===== config.mk =====
export PLATFORM = sky130hd
export DESIGN_NAME = updown_counter_param
export DESIGN_NICKNAME = d
export VERILOG_FILES = /design/src/rtl/updown_counter_param.sv
export SDC_FILE = /design/constraint.sdc
export NUM_CORES = 1
export LEC_CHECK = 0
export ABC_AREA = 1
export CAP_MARGIN = 25
export CORE_MARGIN = 2
export CORE_UTILIZATION = 46
export DETAILED_ROUTE_END_ITERATION = 6
export PLACE_DENSITY_LB_ADDON = 0.15
export SETUP_SLACK_MARGIN = 0.05
export SYNTH_ARGS = -nofsm -noshare
export SYNTH_HDL_FRONTEND = slang
export SYNTH_SLANG_ARGS = --single-unit

===== constraint.sdc =====
create_clock -name clk -period 1.96 [get_ports clk]
set_input_delay 0.588 -clock clk [delete_from_list [all_inputs] [get_ports clk]]
set_output_delay 0.588 -clock clk [all_outputs]
set_load 0.05 [all_outputs]

===== src/rtl/updown_counter_param.sv =====
// Parameterised up/down counter with programmable modulus, wrap or saturate at the
// bounds, registered overflow/underflow pulses and combinational terminal/zero flags.
module updown_counter_param #(
    parameter int WIDTH    = 6,
    parameter int MAX_VAL  = 2**WIDTH - 1,
    parameter int TC_VAL   = 32,
    parameter bit SATURATE = 1'b0
) (
    input  logic             clk,
    input  logic             rst,
    input  logic             clr,
    input  logic             ld,
    input  logic             inc,
    input  logic             dec,
    input  logic [WIDTH-1:0] pi,
    output logic [WIDTH-1:0] po,
    output logic             tc,
    output logic             zero,
    output logic             ovf,
    output logic             udf
);

    localparam logic [WIDTH:0]   MAX_EXT = (WIDTH+1)'(MAX_VAL);
    localparam logic [WIDTH:0]   TC_EXT  = (WIDTH+1)'(TC_VAL);
    localparam logic [WIDTH:0]   ONE_EXT = (WIDTH+1)'(1);
    localparam logic [WIDTH-1:0] MAX_W   = MAX_EXT[WIDTH-1:0];

    logic [WIDTH-1:0] count_reg, count_next;
    logic             ovf_reg, ovf_next;
    logic             udf_reg, udf_next;
    logic [WIDTH:0]   count_ext;
    logic [WIDTH:0]   up_sum;
    logic [WIDTH:0]   dn_diff;

    // One extra bit keeps MAX_VAL = 2**WIDTH-1 +1 and 0 -1 visible to the bound checks.
    assign count_ext = {1'b0, count_reg};
    assign up_sum    = count_ext + ONE_EXT;
    assign dn_diff   = count_ext - ONE_EXT;

    always_comb begin
        count_next = count_reg;
        ovf_next   = 1'b0;
        udf_next   = 1'b0;
        if (clr) begin
            count_next = '0;
        end else if (ld) begin
            count_next = ({1'b0, pi} > MAX_EXT) ? MAX_W : pi;
        end else if (inc && !dec) begin
            if (up_sum > MAX_EXT) begin
                ovf_next   = 1'b1;
                count_next = SATURATE ? MAX_W : '0;
            end else begin
                count_next = up_sum[WIDTH-1:0];
            end
        end else if (dec && !inc) begin
            if (dn_diff[WIDTH]) begin
                udf_next   = 1'b1;
                count_next = SATURATE ? '0 : MAX_W;
            end else begin
                count_next = dn_diff[WIDTH-1:0];
            end
        end
    end

    always_ff @(posedge clk) begin
        if (rst) begin
            count_reg <= '0;
            ovf_reg   <= 1'b0;
            udf_reg   <= 1'b0;
        end else begin
            count_reg <= count_next;
            ovf_reg   <= ovf_next;
            udf_reg   <= udf_next;
        end
    end

    assign po   = count_reg;
    assign ovf  = ovf_reg;
    assign udf  = udf_reg;
    assign tc   = (count_ext == TC_EXT);
    assign zero = (count_reg == '0);

endmodule


==> results of run 1 <==
[cells in the mapped netlist (all sizes together), types with 2 or more instances]
master and number:
ha 4, nand3 13, a21oi 11, or2 2
dfxtp 8, o31ai 2, nor3 3, nand2 33
o21ai 9, nor2 11, buf 4, inv 19
[placed cells by master, fill, tap and decap left out, types with 4 or more instances in the layout]
cell type / count
buf_12: 4
a21oi_2: 5
buf_4: 16
dfxtp_1: 4
nand3_1: 11
clkdlybuf4s50_1: 11
inv_1: 14
nor2_1: 6
nand2_1: 25
o21ai_0: 7
nand2_2: 7
inv_2: 5
dfxtp_2: 4
a21oi_1: 6
nor2_2: 4
[power by group through the flow]
stage               Combinational (mW)  Clock (mW)  Sequential (mW)
finish                           0.277       0.126            0.184
global route                     0.297       0.137            0.185
CTS                              0.271       0.126            0.184
detailed placement               0.271           0            0.187
global placement                 0.267           0            0.187
floorplan                        0.140           0            0.214
[cells by family (layout without fill, tap and decap cells)]
family          after synthesis  count (layout)  share of synthesized area [%]
simple gates                 64              64                          40.76
compound gates               24              24                          18.63
buf+inv                      23              53                          12.74
flops                         8               8                          20.38
fa+ha+maj                     4               4                          6.370
xor+xnor                      1               1                          1.115
[routing by layer]
layer	up-vias	global-route usage (%)	wire length [um]
met5	-	0	0
met4	0	5.882	14
met3	2	7.600	237
met2	58	40.86	1110
met1	413	27.01	840
li1	466	-	-
[worst max path at each step]
| stage | slack (ns) | endpoint | cells after the start |
|---|---|---|---|
| 2_1_floorplan | -0.09 | tc | 2 |
| 3_3_place_gp | 0.05 | po[0] | 9 |
| 3_5_place_dp | -0.01 | po[0] | 9 |
| 4_1_cts | 0.08 | tc | 5 |
| 5_1_grt | 0.05 | po[0] | 13 |
| 6_report | 0.11 | tc | 5 |
[timing repair]
action / 4_1_cts / 5_1_grt
buffers inserted: 0 / 0
pin swaps: 1 / 1
endpoints found under the hold margin: 0 / 0
setup endpoints to repair: 1 / 6
gates resized for setup: 0 / 3
cloned: 0 / 0
[metrics by stage]
stage                     setup TNS, ns  total power [mW]  cells  area [um2]
after floorplan                -0.09271            0.3541    124       815.8
after global placement                0            0.4540    167        1117
after detailed placement       -0.01258            0.4579    167        1117
after CTS                             0            0.5806    170        1140
after global routing                  0            0.6187    170        1156
final                                 0            0.5861    170        1156
[area by class of cell]
cell class,count,area share [%]
well taps,16,1.732
repair buffers,31,26.84
flip-flops and latches,8,14.29
inverters,19,6.169
multi-input cells,93,49.03
clock buffers,3,1.948
[worst max-delay path, cell delays in order, from the launching register on]
cell and delay, ns:
dfxtp_2 0.33, inv_1 0.12, ha_4 0.15, nand2_2 0.08
nor3_4 0.17, buf_12 0.16
==> results.toml, run 1 <==
[worst_setup_path]
start_kind = "flop"
rrSetupSlack_ns = 0.15
cp_max_fo = 3
critical_path_class = "flop to primary output"
end_kind = "primary output"
crit-reg2reg-capture = "po[0]"
crit_arrival_ns = 1.26
rr_startpoint = "po[0]"
critical_path_required_ns = 1.37
reg2regPathDepth = 13
critical_path.startpoint = "po[1]"

[hold_path]
hp-start = "po[5]"
hold-path-endpoint = "po[5]"
hp-class = "flop to flop"
whs_path_depth = 2

[sta]
final-hold-violation-count = 0
hold_ws_ns = 0.6410
setup_viol = 0
slew_viol_final = 0
setup_ws_ns = 0.1086
fmax_mhz = 540.1
rsz0062_at_grt = "yes"
slew_headroom_pct = 76.09
tightest_slew_ns = 0.3573
finClkSkew_ns = 0.004559
finalCritPeriodShare_pct = 94.46
period_minus_slack_ns = 1.851

[synthesis]
yosys_warnings = 0
synth_cell_types = 28
synth_area_per_cell_um2 = 6.337
synth.cell_area_um2 = 785.8
yosys.area.top_type_share_pct = 20.38
ys.flop_type = "dfxtp_1"
yosys.area.top_type = "dfxtp_1"
synthArstFlopShare_pct = 0
synthCells = 124
ys_ff_latch = 8
synth_area_leaders = "dfxtp_1 (20%), nand2_1 (12%), inv_1 (7.2%)"
syn_nets = 140
synth_edf_count = 0
ys_seq_area_share_pct = 20.38

[clock_tree]
clock_path_buffers = 2
cts_buffers = 3
cts_tree = "built"
clock_latency_ns = 0.25
path_clk_slew_ns = 0.06
ctsHoldBuffers = 0
h-tree-depth = 1
cts_num_sinks = 8
root_buffer = "clkbuf_4"

[grt]
antenna_found_initial = 0
overflow = 0
grt_usage_pct = 23.27
grt_pass1_vias = 885
grt_pass1_wl_mm = 3.498
grt_max_degree = 12

[detailed_routing]
drc_errors = 0
routed_wl_mm = 2.203
drt_iter0_drc = 28
drt_first_pass_iters = 4
vias = 939
wl_per_cell_um = 12.96
ant_nets = 0
viasPerCell = 5.524

[finish]
final-seq-area_um2 = 165.2
fin_nets = 172
largest_reg_flops = 6
nFillCells = 134
drive_gt1_share_pct = 37.66
finalCoreUtilization_pct = 74.16
multi_input_area_um2 = 566.8
n_antenna_cell = 0
area_growth_pct = 47.13

[place]
numPortBuffers = 21
gp_congestion = 0.9080
dp_slack_ns = -0.01258
dp_hpwl_mm = 1.747

[die]
die_w_um = 45.33
ios = 22
die_area_um2 = 2055
rows = 14
core-area_um2 = 1559
die_height_um = 45.33
initial_core_util_pct = 50.40

[power_and_ir_drop]
combinationalPowerShare_pct = 47.2
p_sw_mw = 0.2264
p_leak_nw = 0.5185
vdd.ir_drop.worst_uv = 365.9
seq_power_share_pct = 31.4
p_per_area_nw_per_um2 = 507.0
switching_share_pct = 38.63
pwr-share-clk_pct = 21.4
intPower_mw = 0.3597

[run_status]
status = "complete, no violations"

[flow_run]
maxCapViolCount = 0
Note: power is estimated with default switching activity, not from simulation.
==> run 2: changes to the inputs <==
--- a/config.mk
+++ b/config.mk
@@ -5,10 +5,9 @@
 export SDC_FILE = /design/constraint.sdc
 export NUM_CORES = 1
 export LEC_CHECK = 0
-export ABC_AREA = 1
 export CAP_MARGIN = 25
 export CORE_MARGIN = 2
-export CORE_UTILIZATION = 46
+export CORE_UTILIZATION = 45
 export DETAILED_ROUTE_END_ITERATION = 6
 export PLACE_DENSITY_LB_ADDON = 0.15
 export SETUP_SLACK_MARGIN = 0.05
==> run 2 against run 1 <==
  * Setup slack worse by 0.051 ns
  * Flip-flop and latch count stayed put
  * Non-clock buffer count is 15 higher
  * Largest power group unchanged
==> results.toml, run 2 <==
[run_status]
status = "complete, no violations"

[clock_tree]
cts_tree = "built"
cts_buffers = 3
root_buffer = "clkbuf_4"
clock_path_buffers = 2
path_clk_slew_ns = 0.06
ctsHoldBuffers = 0
cts_num_sinks = 8
clock_latency_ns = 0.27
h-tree-depth = 1

[finish]
multi_input_area_um2 = 645.6
n_antenna_cell = 0
fin_nets = 156
drive_gt1_share_pct = 49.64
layout_commonest_cell = "buf_4"
area_growth_pct = 77.37
largest_reg_flops = 6
nFillCells = 82
final_cell_mix = "buf_4 (32), clkdlybuf4s50_1 (10), nand3_1 (8)"
postLayoutCellArea_um2 = 1285
final-seq-area_um2 = 175.2

[worst_setup_path]
start_kind = "flop"
cp_max_fo = 6
end_kind = "flop"
crit_arrival_ns = 2.07
critical_path_class = "flop to flop"
critical_path_required_ns = 2.13

[die]
initial_core_util_pct = 48.09
ios = 22
rows = 14
die_area_um2 = 1947
core-area_um2 = 1506
die_w_um = 44.13
die_height_um = 44.13

[place]
post_dp_cell_area_um2 = 1084
dp_hpwl_mm = 1.678
gp_congestion = 0.8752
dp_slack_ns = -0.1881
numPortBuffers = 21

[grt]
grt_usage_pct = 25.02
antenna_found_initial = 0
grt_max_degree = 14
grt_pass1_vias = 843
overflow = 0
grt_pass1_wl_mm = 3.525

[synthesis]
syn_nets = 112
ys_ff_latch = 8
ys.flop_type = "dfxtp_1"
ys_top_cells_by_count = "dfxtp_1 (8), nand3_1 (8), nand2_1 (7), nor2_1 (7)"
synth_edf_count = 0
synth_area_per_cell_um2 = 7.546
synth.cell_area_um2 = 724.4
yosys.area.top_type_share_pct = 22.11
yosys_warnings = 0
yosys.area.top_type = "dfxtp_1"
synth_area_leaders = "dfxtp_1 (22%), ha_1 (6.9%), nand3_1 (5.5%)"
synthCells = 96
ys_seq_area_share_pct = 22.11
synth_cell_types = 38
synthArstFlopShare_pct = 0

[detailed_routing]
drt_first_pass_iters = 4
drt_iter0_drc = 43
drc_errors = 0
ant_nets = 0
wl_per_cell_um = 17.38
viasPerCell = 6.284
routed_wl_mm = 2.694
vias = 974

[sta]
slew_viol_final = 0
slew_headroom_pct = 73.88
finalCritPeriodShare_pct = 97.08
period_minus_slack_ns = 1.903
tns_ns = 0
final-hold-violation-count = 0
tightest_slew_ns = 0.3869
finClkSkew_ns = 0.005924
fmax_mhz = 525.5
setup_ws_ns = 0.05717
hold_ws_ns = 0.5535
setup_viol = 0

[hold_path]
hp-class = "flop to flop"

[power_and_ir_drop]
vdd.ir_drop.worst_uv = 399.0
p_per_area_nw_per_um2 = 478.4
p_leak_nw = 0.5321

[flow_run]
maxCapViolCount = 0
## run 2: cell count changes after synthesis, moves of 4 or more
| cell | change |
|---|---|
| nor2b_1 | +4 |
| nor2_2 | -4 |
| nand2_1 | -19 |
| inv_2 | -4 |
| inv_1 | -12 |
| a21oi_1 | -6 |
| nand2_2 | -6 |
## run 2: metal layers
metal / global-route usage, % / vias up / part of all wire [%]
met5: 0 / - / 0
met4: 18.18 / 0 / 3.9
met3: 2.857 / 10 / 7.4
met2: 41.18 / 58 / 48
met1: 29.85 / 458 / 41
li1: - / 448 / -
## run 2: path summary, 6_finish.rpt
| kind | slack (ns) | depth (start not counted) | to | start |
|---|---|---|---|---|
| worst max register to register | 0.06 | 7 | po[1] | po[0] |
| worst min-delay path | 0.55 | 1 | udf | po[4] |
| worst min register to register | 0.55 | 1 | udf | po[4] |
| worst max-delay path | 0.06 | 7 | po[1] | po[0] |
## run 2: per-stage QoR
step	cells	util, %	power, mW
2_1_floorplan	96	-	0.3217
3_3_place_gp	143	71.93	0.4183
5_1_grt	155	85.30	0.6386
3_5_place_dp	143	71.93	0.4226
4_1_cts	147	74.00	0.5663
6_report	155	85.30	0.6147
## run 2: layout make-up
| cell class | instances | share of cell area (%) |
|---|---|---|
| multi-input cells | 78 | 50.24 |
| inverters | 3 | 1.071 |
| flip-flops and latches | 8 | 13.63 |
| well taps | 16 | 1.558 |
| clock buffers | 4 | 2.045 |
| repair buffers | 46 | 31.45 |
## run 2: logic make-up (layout without fill, tap and decap cells)
| group | after synthesis | count (layout) | share of synthesized area (%) |
|---|---|---|---|
| simple gates | 43 | 43 | 31.44 |
| compound gates | 25 | 25 | 25.39 |
| buf+inv | 10 | 53 | 6.735 |
| flops | 8 | 8 | 22.11 |
| xor+xnor | 5 | 5 | 6.046 |
| fa+ha+maj | 4 | 4 | 6.909 |
| mux | 1 | 1 | 1.382 |
## run 2: power breakdown
part | leakage (nW) | switching (mW) | internal [mW]
Combinational | 0.449 | 0.145 | 0.136
Clock | 0.0150 | 0.0688 | 0.0787
Sequential | 0.0687 | 0.0169 | 0.170
Total | 0.532 | 0.230 | 0.384
## run 2: timing repair
item | 4_1_cts | 5_1_grt
gates resized for setup | 2 | 22
pin swaps | 0 | 6
setup buffers | 0 | 8
setup endpoints to repair | 3 | 9
gates cloned | 0 | 0
## run 2: worst max-delay path, cell delays in order (launching register included)
cell and delay [ns]:
dfxtp_4 0.37, inv_2 0.09, ha_2 0.18, or3b_4 0.40
o31a_1 0.31, a221oi_2 0.28, a32oi_1 0.09, o31ai_1 0.08
==> patch 1: new RTL, config.mk and constraints of run 2 <==
`SATURATE`: 1'b0 -> 1'b1.
--- a/src/rtl/updown_counter_param.sv
+++ b/src/rtl/updown_counter_param.sv
@@ -4,7 +4,7 @@
     parameter int WIDTH    = 6,
     parameter int MAX_VAL  = 2**WIDTH - 1,
     parameter int TC_VAL   = 32,
-    parameter bit SATURATE = 1'b0
+    parameter bit SATURATE = 1'b1
 ) (
     input  logic             clk,
     input  logic             rst,
Check against the original RTL: not equivalent (Yosys sat finds a counterexample within 4 cycles, from zero or initial values).
==> patch 1 against run 2 <==
- synthesized area up 9.8%
- final area down 8.1%
- sequential power increased by 2%
- critical path depth down 4
- wire length is 22% lower
- power shrank 7.2%
- sequential cell count did not move
- highest routed layer unchanged
- worst setup slack improved by 0.049 ns
==> patch 1: results (changes against run 2) <==
metric,value,unit,change
Hold Path Origin,po[1],,was po[4]
reg-to-reg critical path startpoint,po[1],,was po[0]
dpl cells,141,,was 143
GPL Wtd Cong,0.805,,was 0.875
share of cells above drive strength 1,36.7,%,was 49.6%
"Seq/Total Area, Yosys",20.1,%,was 22.1%
DR WL met3,101,um,was 199 um
port bufs,21,,unchanged
WL met2,1.02,mm,was 1.29 mm
Hold WC Path Type,reg2reg,,unchanged
buffer count from post-CTS setup fixing,0,,unchanged
"Arr. time, crit path",1.27,ns,was 2.07 ns
Setup Skew,0.00172,ns,was 0.00592 ns
WL per Instance,14.4,um,was 17.4 um
vias in the first global route,732,,was 843
Fillers,134,,was 82
maximum VDD drop,413,uV,was 399 uV
crit-path max FO,10,,was 6
r2r setup slk,0.21,ns,was 0.06 ns
All-Layer GR Usage,21.6,%,was 25.0%
Static Leak,0.501,nW,was 0.532 nW
Worst Hold Slack,0.557,ns,was 0.554 ns
TritonRoute pass-1 iters,4,,unchanged
period utilisation layout,94.6,%,was 97.1%
crit path from,po[4],,was po[0]
cell count after synthesis,97,,was 96
Area contributors post-synth,"dfxtp_1 20%, ha_1 6.3%, buf_6 5.7%, a31oi_1 4.7%, nor2b_1 3.9%",,"was dfxtp_1 22%, ha_1 6.9%, nand3_1 5.5%, nand2_1 3.6%, nor2_1 3.6%"
Synthesized Nets,113,,was 112
Min-Delay Path Depth,2,,was 1
status,finished clean,,unchanged
relative contribution of sequential cells to total power,33.2,%,was 30.3%
average vias per placed instance,5.89,,was 6.28
met1 WL,964,um,was 1.10 mm
via count,854,,was 974
met1 GRT Util,29.0,%,was 29.9%
post-DP HPWL,1.61,mm,was 1.68 mm
switching pwr,201,uW,was 230 uW
Final #Nets,146,,was 156
dpl ws,-0.232,ns,was -0.188 ns
largest net degree at the start of global routing,11,,was 14
worst rel slew slack,76.0,%,was 73.9%
clk_lat worst skew,0.25,ns,was 0.27 ns
first-pass GRT wire length,3.26,mm,was 3.53 mm
grt met3 use,7.06,%,was 2.86%
-- patch 1: cell types whose count changed in the layout (fill, tap and decap cells not counted), moves of 3 or more --
cell            run 2  this run
buf_4              32        17
a31oi_1             0         6
a21oi_1             0         4
buf_12              2         6
inv_1               1         5
nand3_1             8         4
o22ai_1             4         0
nor2b_1             1         4
nor2b_2             3         0
xnor2_1             3         0
-- patch 1: kinds of logic after synthesis --
kind of cell             share of synthesized area, %
AND/OR/NAND/NOR                                  32.4
buffers and inverters                            9.90
AO/OA/AOI/OAI                                    31.3
adder cells (fa/ha/maj)                          6.29
flip-flops                                       20.1
-- patch 1: layout make-up --
type | instances | area [um^2] | share of cell area (%)
clock buffers | 3 | 22.5 | 1.91
inverters | 5 | 18.8 | 1.59
multi-input cells | 77 | 579 | 49.0
flip-flops and latches | 8 | 171 | 14.5
well taps | 17 | 21.3 | 1.80
repair buffers | 35 | 368 | 31.1
-- patch 1: worst paths after layout --
| kind | end |
|---|---|
| worst max-delay path | tc |
| worst min register to register | po[1] |
| worst min-delay path | po[1] |
| worst max register to register | po[0] |
-- patch 1: what timing repair did --
action,CTS,global route
pin swaps,1,0
resized for setup,5,7
hold buffers,0,0
setup endpoints to repair,3,7
gates cloned,1,0
-- patch 1: per-stage QoR --
step | area [um^2] | utilization (%) | total power, mW | TNS [ns]
6_report | 1180 | 69.9 | 0.571 | 0
5_1_grt | 1180 | 69.9 | 0.602 | 0
4_1_cts | 1160 | 68.6 | 0.573 | 0
3_5_place_dp | 1120 | 66.4 | 0.443 | -1.10
3_3_place_gp | 1120 | 66.4 | 0.440 | -0.796
2_1_floorplan | 802 | - | 0.340 | 0
-- patch 1: critical path, stage by stage, from the launching register on --
cell     delay [ns]
dfxtp_2        0.40
nor3_4         0.25
and3_2         0.23
buf_12         0.13
==> patch 2: new RTL, flow settings as in run 2 <==
Without the edit above. Make the reset (`rst`) asynchronous in one clocked block.
--- a/src/rtl/updown_counter_param.sv
+++ b/src/rtl/updown_counter_param.sv
@@ -62,7 +62,7 @@
         end
     end
 
-    always_ff @(posedge clk) begin
+    always_ff @(posedge clk or posedge rst) begin
         if (rst) begin
             count_reg <= '0;
             ovf_reg   <= 1'b0;
Formal check against the unedited RTL: differs if rst is asserted again (counterexample within 4 cycles, from zero or initial values and one cycle with rst high); with rst held inactive, the same outputs for 10 cycles.
==> patch 2 against run 2 <==
- the run now ends with negative setup slack left
- die area rose by 21%
- sequential cell count stayed put
- final cell count increased by 17%
- largest cell class unchanged
- wire length is 6.0% higher
- final area grew 20%
- worst setup slack worse by 0.057 ns
- synthesized area up 23%
- first-iteration DRC count decreased by 12%
Power is not compared: it rests on default switching activity, and its combinational part moved more than twofold at a synthesized area within 25%.
==> patch 2: results (changes against run 2) <==
metric,value,unit,change
status,"finished, violations left",,was finished clean
failing checks,negative setup slack,,
reg-to-reg critical path startpoint,po[0],,unchanged
Final #Nets,174,,was 156
Area after DPL,1300,um^2,was 1080 um^2
Hold WC Path Type,in2async,,was reg2reg
met1 WL,1.15,mm,was 1.10 mm
GPL Wtd Cong,0.798,,was 0.875
DR WL met3,169,um,was 199 um
register area,206,um^2,was 175 um^2
non-clk buf share,34.6,%,was 31.5%
dpl cells,163,,was 143
post-DP HPWL,1.83,mm,was 1.68 mm
r2r setup slk,0.04,ns,was 0.06 ns
sequential cells,8,,unchanged
vias in the first global route,970,,was 843
DR iter-0 viols,38,,was 43
share of cells above drive strength 1,52.9,%,was 49.6%
Adder-Cell Fraction of Synth Area,8.39,%,was 6.91%
Synthesized Nets,120,,was 112
"Setup violations, final",1,,was 0
slowest CP cell,dfrtp_2,,was or3b_4
Final clock-cell share,1.71,%,was 2.04%
comb_multi_in,77,,was 78
Post-synth top cells,"9 x inv_1, 8 x dfrtp_1, 8 x nand2_1",,"was 8 x dfxtp_1, 8 x nand3_1, 7 x nand2_1, 7 x nor2_1"
reg2reg end,po[5],,was po[1]
xor/xnor cell area share of the yosys netlist,3.92,%,was 6.04%
grt met3 use,3.09,%,was 2.86%
"Seq/Total Area, Yosys",22.4,%,was 22.1%
"Inverters, non-clock",10,,was 3
Post-Route Setup TNS,-0.000214,ns,was 0 ns
via count,1018,,was 974
"wirelength, routed",2.86,mm,was 2.69 mm
Fillers,127,,was 82
met1 GRT Util,28.1,%,was 29.9%
CP max stage delay,0.43,ns,was 0.40 ns
post-synthesis cell type count,46,,was 38
slack of the critical path,-0.000214,ns,was 0.0572 ns
TritonRoute pass-1 iters,5,,was 4
Non-clk bufs,56,,was 46
worst rel slew slack,77.5,%,was 73.9%
Setup Skew,0.0149,ns,was 0.00592 ns
All-Layer GR Usage,24.6,%,was 25.0%
"Async S/R FF share, synth",100,%,was 0%
Area contributors post-synth,"dfrtp_1 22%, ha_1 8.4%, inv_1 3.8%, a21oi_1 3.4%, mux2i_1 3.4%",,"was dfxtp_1 22%, ha_1 6.9%, nand3_1 5.5%, nand2_1 3.6%, nor2_1 3.6%"
prevailing post-synth register cell,dfrtp_1,,was dfxtp_1
Critical Path End,tc,,was po[1]
buffer count from post-CTS setup fixing,14,,was 0
Syn-to-layout area delta,71.9,%,was 77.4%
post-CTS sizing,18,,was 2
Worst Hold Slack,0.574,ns,was 0.554 ns
Compound-Gate Fraction of Synth Area,21.8,%,was 25.4%
crit-path max FO,3,,was 6
-- patch 2: cell count changes in the layout (fill, tap and decap cells not counted), sizes merged, moves of 4 or more --
cell / delta
nor2: -5
buf: +11
a21oi: +4
dfrtp: +8
dfxtp: -8
nand3: -4
inv: +7
-- patch 2: critical path: cells and delay by family, from the launching register on --
kind / cells / cell delay [ns]
adders and majority gates: 1 / 0.15
and+or+nand+nor: 2 / 0.26
buffers and inverters: 2 / 0.25
DFF: 1 / 0.43
-- patch 2: power by group through the flow --
| stage | clock network (mW) | logic [mW] | registers (mW) |
|---|---|---|---|
| global placement | 0 | 0.451 | 0.226 |
| CTS | 0.148 | 0.574 | 0.208 |
| detailed placement | 0 | 0.459 | 0.227 |
| global route | 0.165 | 0.638 | 0.213 |
| finish | 0.150 | 0.605 | 0.210 |
| floorplan | 0 | 0.235 | 0.270 |
